==> config.mk <==
export PLATFORM = sky130hd
export DESIGN_NAME = ncore_emode_ctrl_flat
export DESIGN_NICKNAME = d
export VERILOG_FILES = /design/src/rtl/ncore_emode_ctrl_if.sv /design/src/rtl/ncore_emode_ctrl.sv /design/src/flat_wrapper.sv
export SDC_FILE = /design/constraint.sdc
export NUM_CORES = 1
export LEC_CHECK = 0
export ABC_AREA = 0
export CORE_UTILIZATION = 37
export DETAILED_ROUTE_END_ITERATION = 10
export PLACE_DENSITY = 0.9
export SETUP_SLACK_MARGIN = 0.3
export SYNTH_ARGS = -nofsm -noshare
export SYNTH_HDL_FRONTEND = slang
export SYNTH_SLANG_ARGS = --single-unit
==> constraint.sdc <==
create_clock -name clk -period 1.6 [get_ports clk]
set_clock_uncertainty 0.1 [all_clocks]
set_input_delay 0.24 -clock clk [delete_from_list [all_inputs] [get_ports clk]]
set_output_delay 0.24 -clock clk [all_outputs]
set_load 0.005 [all_outputs]
==> src/rtl/ncore_emode_ctrl_if.sv <==
// ncore_emode_ctrl_if: core and safe-ROM signal bundle for the enclave-mode controller
interface ncore_emode_ctrl_if;
    logic [13:0] key;
    logic        ent_req;
    logic [13:0] ent_key;
    logic        ext_req;
    logic        rd_req;
    logic [7:0]  rd_addr;
    logic        rom_en;
    logic [7:0]  rom_addr;
    logic [7:0]  rom_data;
    logic        rd_valid;
    logic [31:0] rd_data;
    logic        rd_err;
    logic        emode;
    logic        ent_done;
    logic        ent_fail;
    logic        locked;
    modport slave (
        input  key, ent_req, ent_key, ext_req, rd_req, rd_addr, rom_data,
        output rom_en, rom_addr, rd_valid, rd_data, rd_err, emode, ent_done, ent_fail, locked
    );
    modport master (
        output key, ent_req, ent_key, ext_req, rd_req, rd_addr, rom_data,
        input  rom_en, rom_addr, rd_valid, rd_data, rd_err, emode, ent_done, ent_fail, locked
    );
endinterface

==> src/rtl/ncore_emode_ctrl.sv <==
// ncore_emode_ctrl: enclave entry/exit control with key check and gated safe-ROM reads
// Optional failed-entry lockout is enabled by defining NCORE_EMODE_LOCKOUT_EN.
module ncore_emode_ctrl #(
    parameter int MAX_FAILS   = 3,
    parameter int LOCK_CYCLES = 256
) (
    input logic               clk,
    input logic               rst,
    ncore_emode_ctrl_if.slave bus
);
`ifdef NCORE_EMODE_LOCKOUT_EN
    typedef enum logic [1:0] {IDLE, CHECK, ENCLAVE, LOCKED} state_t;
    localparam logic [3:0]  MAX_F = 4'(MAX_FAILS);
    localparam logic [15:0] LOAD  = 16'(LOCK_CYCLES - 1);
    logic [15:0] lcnt_q, lcnt_d;
`else
    typedef enum logic [1:0] {IDLE, CHECK, ENCLAVE} state_t;
`endif
    state_t      state_q, state_d;
    logic [13:0] ekey_q;
    logic [3:0]  fails_q, fails_d, fail_inc;
    logic        ent_done_q, ent_done_d, ent_fail_q, ent_fail_d;
    logic        rd_valid_q, rd_err_q;
    logic [7:0]  rom_addr_q;
    logic        emode, rom_en;

    assign emode        = state_q == ENCLAVE;
    assign rom_en       = bus.rd_req & emode;
    assign bus.emode    = emode;
    assign bus.rom_en   = rom_en;
    assign bus.rom_addr = rom_en ? bus.rd_addr : rom_addr_q;
    assign bus.rd_valid = rd_valid_q;
    assign bus.rd_err   = rd_err_q;
    assign bus.rd_data  = (rd_valid_q && !rd_err_q) ? {24'b0, bus.rom_data} : 32'b0;
    assign bus.ent_done = ent_done_q;
    assign bus.ent_fail = ent_fail_q;
`ifdef NCORE_EMODE_LOCKOUT_EN
    assign bus.locked   = state_q == LOCKED;
`else
    assign bus.locked   = 1'b0;
`endif
    assign fail_inc = (fails_q == 4'hF) ? 4'hF : fails_q + 4'd1;

    // Next state, entry result strobe and failed-entry bookkeeping
    always_comb begin
        state_d    = state_q;
        fails_d    = fails_q;
        ent_done_d = 1'b0;
        ent_fail_d = 1'b0;
`ifdef NCORE_EMODE_LOCKOUT_EN
        lcnt_d     = lcnt_q;
`endif
        unique case (state_q)
            IDLE: state_d = bus.ent_req ? CHECK : IDLE;
            CHECK: begin
                ent_done_d = 1'b1;
                ent_fail_d = ekey_q != bus.key;
                state_d    = ent_fail_d ? IDLE : ENCLAVE;
                fails_d    = ent_fail_d ? fail_inc : 4'd0;
`ifdef NCORE_EMODE_LOCKOUT_EN
                if (ent_fail_d && fail_inc >= MAX_F) begin
                    state_d = LOCKED;
                    lcnt_d  = LOAD;
                end
`endif
            end
            ENCLAVE: begin
                // exit wins over a simultaneous entry request, which is dropped
                state_d    = bus.ext_req ? IDLE : ENCLAVE;
                ent_done_d = bus.ent_req & ~bus.ext_req;
            end
`ifdef NCORE_EMODE_LOCKOUT_EN
            LOCKED: begin
                // entry attempts while locked are refused without a key compare
                ent_done_d = bus.ent_req;
                ent_fail_d = bus.ent_req;
                lcnt_d     = lcnt_q - 16'd1;
                if (lcnt_q == 16'd0) begin
                    state_d = IDLE;
                    fails_d = 4'd0;
                    lcnt_d  = 16'd0;
                end
            end
`endif
            default: state_d = IDLE;
        endcase
    end

    // State, key capture, read response and ROM address hold registers
    always_ff @(posedge clk) begin
        if (rst) begin
            state_q    <= IDLE;
            ekey_q     <= 14'd0;
            fails_q    <= 4'd0;
            ent_done_q <= 1'b0;
            ent_fail_q <= 1'b0;
            rd_valid_q <= 1'b0;
            rd_err_q   <= 1'b0;
            rom_addr_q <= 8'd0;
`ifdef NCORE_EMODE_LOCKOUT_EN
            lcnt_q     <= 16'd0;
`endif
        end else begin
            state_q    <= state_d;
            fails_q    <= fails_d;
            ent_done_q <= ent_done_d;
            ent_fail_q <= ent_fail_d;
            rd_valid_q <= bus.rd_req;
            rd_err_q   <= bus.rd_req & ~emode;
            if (state_q == IDLE && bus.ent_req) ekey_q <= bus.ent_key;
            if (rom_en) rom_addr_q <= bus.rd_addr;
`ifdef NCORE_EMODE_LOCKOUT_EN
            lcnt_q     <= lcnt_d;
`endif
        end
    end
endmodule

==> src/flat_wrapper.sv <==
// flat-port wrapper written by rule: the top's interface ports become plain ports
module ncore_emode_ctrl_flat 
#(
    parameter int MAX_FAILS   = 3,
    parameter int LOCK_CYCLES = 256
)
  (clk, rst, bus_key, bus_ent_req, bus_ent_key, bus_ext_req, bus_rd_req, bus_rd_addr, bus_rom_data, bus_rom_en, bus_rom_addr, bus_rd_valid, bus_rd_data, bus_rd_err, bus_emode, bus_ent_done, bus_ent_fail, bus_locked);
  ncore_emode_ctrl_if bus_i ();
  input logic clk;
  input logic rst;
  input wire logic [$bits(bus_i.key)-1:0] bus_key;
  input wire logic [$bits(bus_i.ent_req)-1:0] bus_ent_req;
  input wire logic [$bits(bus_i.ent_key)-1:0] bus_ent_key;
  input wire logic [$bits(bus_i.ext_req)-1:0] bus_ext_req;
  input wire logic [$bits(bus_i.rd_req)-1:0] bus_rd_req;
  input wire logic [$bits(bus_i.rd_addr)-1:0] bus_rd_addr;
  input wire logic [$bits(bus_i.rom_data)-1:0] bus_rom_data;
  output wire logic [$bits(bus_i.rom_en)-1:0] bus_rom_en;
  output wire logic [$bits(bus_i.rom_addr)-1:0] bus_rom_addr;
  output wire logic [$bits(bus_i.rd_valid)-1:0] bus_rd_valid;
  output wire logic [$bits(bus_i.rd_data)-1:0] bus_rd_data;
  output wire logic [$bits(bus_i.rd_err)-1:0] bus_rd_err;
  output wire logic [$bits(bus_i.emode)-1:0] bus_emode;
  output wire logic [$bits(bus_i.ent_done)-1:0] bus_ent_done;
  output wire logic [$bits(bus_i.ent_fail)-1:0] bus_ent_fail;
  output wire logic [$bits(bus_i.locked)-1:0] bus_locked;
  assign bus_i.key = bus_key;
  assign bus_i.ent_req = bus_ent_req;
  assign bus_i.ent_key = bus_ent_key;
  assign bus_i.ext_req = bus_ext_req;
  assign bus_i.rd_req = bus_rd_req;
  assign bus_i.rd_addr = bus_rd_addr;
  assign bus_i.rom_data = bus_rom_data;
  assign bus_rom_en = bus_i.rom_en;
  assign bus_rom_addr = bus_i.rom_addr;
  assign bus_rd_valid = bus_i.rd_valid;
  assign bus_rd_data = bus_i.rd_data;
  assign bus_rd_err = bus_i.rd_err;
  assign bus_emode = bus_i.emode;
  assign bus_ent_done = bus_i.ent_done;
  assign bus_ent_fail = bus_i.ent_fail;
  assign bus_locked = bus_i.locked;
  ncore_emode_ctrl #(.MAX_FAILS(MAX_FAILS), .LOCK_CYCLES(LOCK_CYCLES)) u_core (.clk(clk), .rst(rst), .bus(bus_i));
endmodule
==> flow_summary.toml, run 1 <==
[run_status]
status = "finished with violations"
violations = "setup timing"

[route]
drc = 0
drt_iter0_markers = 15
wl_per_cell_um = 13.8
ant_nets = 0
num_vias = 1384
finalWirelength_mm = 4.33
avgViaCountPerCell = 4.42
first_pass_iters = 4

[timing]
hold_violations = 0
postLayoutSetupSlackWorst_ns = -0.238
min_period_ns = 1.84
setup_viol = 16
fmax_mhz = 544
drv_slew = 0
hold_slack_ns = 0.374
rsz0062_at_grt = "true"
fin_crit_sh = 1.15

[setup_path]
reg2reg_from = "u_core.state_q[0]$_SDFF_PP0_"
crit_path_start_kind = "flop"
crit_start = "u_core.state_q[0]$_SDFF_PP0_"
arrival_ns = 1.50
cp.required_ns = 1.26
worstSetupPathType = "flop to primary output"
worstSetupEndpointType = "primary output"
path_max_fanout = 5

[logic_synthesis]
yosys.cell_types.count = 24
async_flop_share = 0
ys_seq_area_frac = 0.361
synth_edf_count = 0
yosys_warnings = 0
syn_area_um2 = 1550
ys_ff_latch = 28
ys.flop_type = "dfxtp_1"
avgSynthCellArea_um2 = 9.35
synthCells = 166

[flow_run]
max-cap-violations = 0

[placement]
gp_congestion = 0.711
dp.final_hpwl_mm = 2.56
portBuffers = 70

[clock_network]
clock_sinks = 28
htree_levels = 1
ctsHoldBuffers = 0
cts_made_buffers = 3
cts_max_path_buffers = 2
path_clk_slew_ns = 0.10
clk_latency_ns = 0.27
tritoncts = "yes"
root_buffer = "clkbuf_8"

[power_and_ir_drop]
p_total_mw = 1.59
leakagePower_nw = 1.24
power.share.sequential = 0.468
peakVddDrop_uv = 456
power_density_nw_per_um2 = 563
intPower_mw = 1.18
comb_power_share = 0.257
swShare = 0.256
power.share.clock = 0.275
p_sw_uw = 406

[global_route]
grt_overflow_total = 0
antenna_found_initial = 0
grt_pass1_wl_mm = 5.86
grt_usage = 0.178
grt_start_max_net_pins = 16
grt_pass1_vias = 1302

[finish]
nets = 317
area_delta_synth_final_pct = 81.7
n_antenna_cell = 0
drive_gt1_frac = 0.468

[floorplanning]
fp.dieW_um = 66.8
io-pin-count = 96
core_region_area_um2 = 4030
initial_utilization = 0.385
die_y_um = 66.8
num_rows = 23
dieArea_um2 = 4460

[worst_hold_path]
hp-start = "u_core.ekey_q[1]$_SDFFE_PP0P_"
hold_class = "flop to flop"
[final cells by class]
type | count | area (µm²)
fillers | 289 | 1210
multi-input cells | 129 | 1100
repair buffers | 98 | 1020
flip-flops and latches | 28 | 569
well taps | 50 | 62.6
clock buffers | 4 | 55.1
inverters | 4 | 15.0
[worst paths after layout]
path	cells past startpoint	slack, ns	to
min reg2reg	2	0.37	u_core.ekey_q[1]$_SDFFE_PP0P_
max	6	-0.24	bus_rom_addr[2]
min	2	0.37	u_core.ekey_q[1]$_SDFFE_PP0P_
max reg2reg	8	-0.02	u_core.rom_addr_q[4]$_SDFF_PP0_
[layer usage]
metal	global-route usage	wire length, µm	vias to the layer above
li1	-	-	679
met1	0.190	1620	631
met2	0.346	2450	72
met3	0.0325	254	2
met4	0.0532	8	0
met5	0	0	-
[critical path, cell delays in order (launching register included)]
cell and delay [ns]:
dfxtp_2 0.35, inv_2 0.05, ha_4 0.17, buf_6 0.13, nand2_8 0.10, mux2_4 0.32
buf_6 0.12
[power groups by stage]
stage,sequential [mW],clock [mW],combinational [mW]
CTS,0.740,0.445,0.362
finish,0.743,0.438,0.408
global placement,0.754,0,0.302
global route,0.746,0.483,0.438
floorplan,0.753,0,0.166
detailed placement,0.755,0,0.304
[logic make-up (layout without fill, tap and decap cells)]
logic type / Yosys count / after routing / synth area share
buffers and inverters: 34 / 106 / 0.147
multiplexers: 8 / 8 / 0.0774
flip-flops: 28 / 28 / 0.361
other: 1 / 25 / 0.00242
AND/OR/NAND/NOR: 61 / 62 / 0.241
adder cells (fa/ha/maj): 4 / 4 / 0.0322
XOR/XNOR: 14 / 14 / 0.0838
AO/OA/AOI/OAI: 16 / 16 / 0.0548
[repair_timing]
action,CTS,global route
setup buffers,11,4
setup endpoints to repair,46,45
resized for setup,148,34
pin swaps,30,11
cloned,3,0
[synth_stat cells, drive strengths merged (2+ instances only)]
cell type	count	area share
a21oi	14	0.045
and2	9	0.036
buf	30	0.14
dfxtp	28	0.36
ha	4	0.032
inv	4	0.0097
mux2	8	0.077
nand2	31	0.080
nand4	4	0.016
nor2b	10	0.079
nor3b	2	0.0097
nor4	2	0.0081
xnor2	14	0.084
[cells in the final DEF, fill, tap and decap left out, types with 2 or more instances in the layout]
master	synthesis	routed
clkbuf_8	0	4
conb_1	1	25
nor3b_1	2	2
ha_4	0	2
a21oi_2	0	12
dfxtp_1	28	21
nor2b_4	8	9
inv_2	0	3
dlygate4sd2_1	0	10
xnor2_1	13	12
mux2_4	8	8
nand2_1	30	15
a21oi_1	14	2
buf_4	26	9
xnor2_2	1	2
dfxtp_2	0	7
nand4_1	4	4
and2_4	0	9
clkdlybuf4s50_1	0	42
nand2_4	1	15
buf_6	0	35
[flip-flops by register name, indices dropped and copies added (netlist names)]
register             count
u_core.ekey_q           14
u_core.rom_addr_q        8
u_core.state_q           2
u_core.bus.ent_done      1
u_core.bus.ent_fail      1
u_core.bus.rd_err        1
u_core.bus.rd_valid      1
[stage by stage]
stage | area (µm²) | setup WS, ns | instances | setup TNS, ns | utilization
2_1_floorplan | 1670 | 0.285 | 190 | 0 | -
3_3_place_gp | 2310 | -0.447 | 291 | -4.05 | 0.573
3_5_place_dp | 2310 | -0.491 | 291 | -4.60 | 0.573
4_1_cts | 2650 | -0.238 | 309 | -1.75 | 0.657
5_1_grt | 2820 | -0.291 | 313 | -2.57 | 0.700
6_report | 2820 | -0.238 | 313 | -1.85 | 0.700
Power figures use the tool's default switching activity.
==> run 2: changes to the inputs <==
- SETUP_SLACK_MARGIN: 0.3 -> 0.15
==> run 2 against run 1 <==
- the flow still finishes with violations (setup timing)
- via count rose by 3.5%
- sequential power about the same
- combinational power is 2% higher
==> flow_summary.toml, run 2 (synthesis gave the netlist of run 1 again) <==
[power_and_ir_drop]
comb_power_share = 0.259
leakagePower_nw = 1.27
power_density_nw_per_um2 = 560
power.share.sequential = 0.461
peakVddDrop_uv = 484
power.share.clock = 0.280
intPower_mw = 1.19
p_sw_uw = 419
swShare = 0.260

[route]
drc = 0
num_vias = 1433
finalWirelength_mm = 4.29
first_pass_iters = 4
wl_per_cell_um = 13.7
drt_iter0_markers = 25
avgViaCountPerCell = 4.56
ant_nets = 0

[global_route]
grt_usage = 0.174
antenna_found_initial = 0
grt_start_max_net_pins = 17
grt_overflow_total = 0
grt_pass1_wl_mm = 5.58
grt_pass1_vias = 1247

[setup_path]
crit_path_start_kind = "flop"
path_max_fanout = 5
regToRegEndpoint = "u_core.bus.ent_done$_SDFF_PP0_"
worstSetupPathType = "flop to primary output"
cp.required_ns = 1.26
worstSetupEndpointType = "primary output"
reg2reg_from = "u_core.state_q[0]$_SDFF_PP0_"
arrival_ns = 1.48
r2r_slack_ns = 0.03
rr_worst_depth = 9

[timing]
hold_slack_ns = 0.381
rsz0062_at_grt = "true"
hold_violations = 0
postLayoutSetupSlackWorst_ns = -0.220
min_period_ns = 1.82
fin_crit_sh = 1.14
fmax_mhz = 550
setup_viol = 15
drv_slew = 0

[clock_network]
tritoncts = "yes"
clk_latency_ns = 0.28
path_clk_slew_ns = 0.10
ctsHoldBuffers = 0
cts_max_path_buffers = 2
htree_levels = 1
root_buffer = "clkbuf_8"
clock_sinks = 28
cts_made_buffers = 3

[worst_hold_path]
worstHoldPathCells = 2
hold_class = "flop to flop"
hold_path_end = "u_core.ekey_q[0]$_SDFFE_PP0P_"
hp-start = "u_core.ekey_q[0]$_SDFFE_PP0P_"

[placement]
dp.final_hpwl_mm = 2.66
pre_cts_slack_ns = -0.420
portBuffers = 70
gp_congestion = 0.789

[finish]
drive_gt1_frac = 0.462
nets = 318
top_regs = "u_core.ekey_q (14), u_core.rom_addr_q (8), u_core.state_q (2)"
largest_reg_flops = 14
top_register = "u_core.ekey_q"
area_delta_synth_final_pct = 85.1
layout_commonest_cell = "clkdlybuf4s50_1"
final_cell_mix = "clkdlybuf4s50_1, buf_6, conb_1"
n_antenna_cell = 0

[run_status]
violations = "setup timing"
status = "finished with violations"

[floorplanning]
num_rows = 23
core_region_area_um2 = 4030
initial_utilization = 0.385
dieArea_um2 = 4460
io-pin-count = 96
fp.dieW_um = 66.8
die_y_um = 66.8

[flow_run]
max-cap-violations = 0
## run 2: what timing repair did
item	4_1_cts	5_1_grt
resized for setup	115	69
pin swaps	7	24
endpoints found under the setup margin	19	39
setup buffers	13	3
hold endpoints to repair	0	0
gates cloned	1	2
## run 2: worst max-delay path, cell delays in order (launching register included)
cell and delay [ns]:
dfxtp_2 0.35, inv_2 0.05, ha_4 0.17, buf_6 0.13
nand2_8 0.08, mux2_4 0.32, buf_6 0.12
## run 2: metal layers
layer,GRT usage,vias up,part of all wire
li1,-,678,-
met1,0.181,675,0.35
met2,0.322,76,0.56
met3,0.0565,4,0.080
met4,0.0638,0,0.011
met5,0,-,0
## run 2: worst max path at each step
stage | slack, ns | end | startpoint | cells past startpoint
2_1_floorplan | 0.18 | u_core.rom_addr_q[4]$_SDFF_PP0_ | u_core.state_q[0]$_SDFF_PP0_ | 5
3_3_place_gp | -0.42 | bus_rom_addr[3] | bus_rd_req | 4
3_5_place_dp | -0.42 | bus_rom_addr[2] | bus_rd_req | 4
4_1_cts | -0.22 | bus_rom_addr[7] | u_core.state_q[0]$_SDFF_PP0_ | 6
5_1_grt | -0.27 | bus_rom_addr[2] | u_core.state_q[0]$_SDFF_PP0_ | 6
6_report | -0.22 | bus_rom_addr[5] | u_core.state_q[0]$_SDFF_PP0_ | 6
## run 2: final cells by class
type                       count  area [µm²]
inverter                       4        17.5
multi-input combinational    129        1130
timing repair buffer          99        1040
sequential                    28         567
clock buffer                   4        55.1
fill                         303        1150
tap                           50        62.6
## run 2: stage by stage
step | instance area [µm²] | power (mW) | TNS [ns] | instances | utilization
2_1_floorplan | 1650 | 0.918 | 0 | 190 | -
3_3_place_gp | 2290 | 1.05 | -3.92 | 291 | 0.568
3_5_place_dp | 2290 | 1.06 | -4.01 | 291 | 0.568
4_1_cts | 2550 | 1.52 | -1.89 | 309 | 0.633
5_1_grt | 2870 | 1.69 | -2.71 | 314 | 0.713
6_report | 2870 | 1.61 | -1.98 | 314 | 0.713
## run 2: power groups by stage
stage | logic [mW] | clock network [mW] | registers, mW
after detailed placement | 0.305 | 0 | 0.755
after global routing | 0.446 | 0.496 | 0.744
after CTS | 0.330 | 0.450 | 0.739
after global placement | 0.300 | 0 | 0.753
after floorplan | 0.165 | 0 | 0.753
final | 0.417 | 0.451 | 0.741
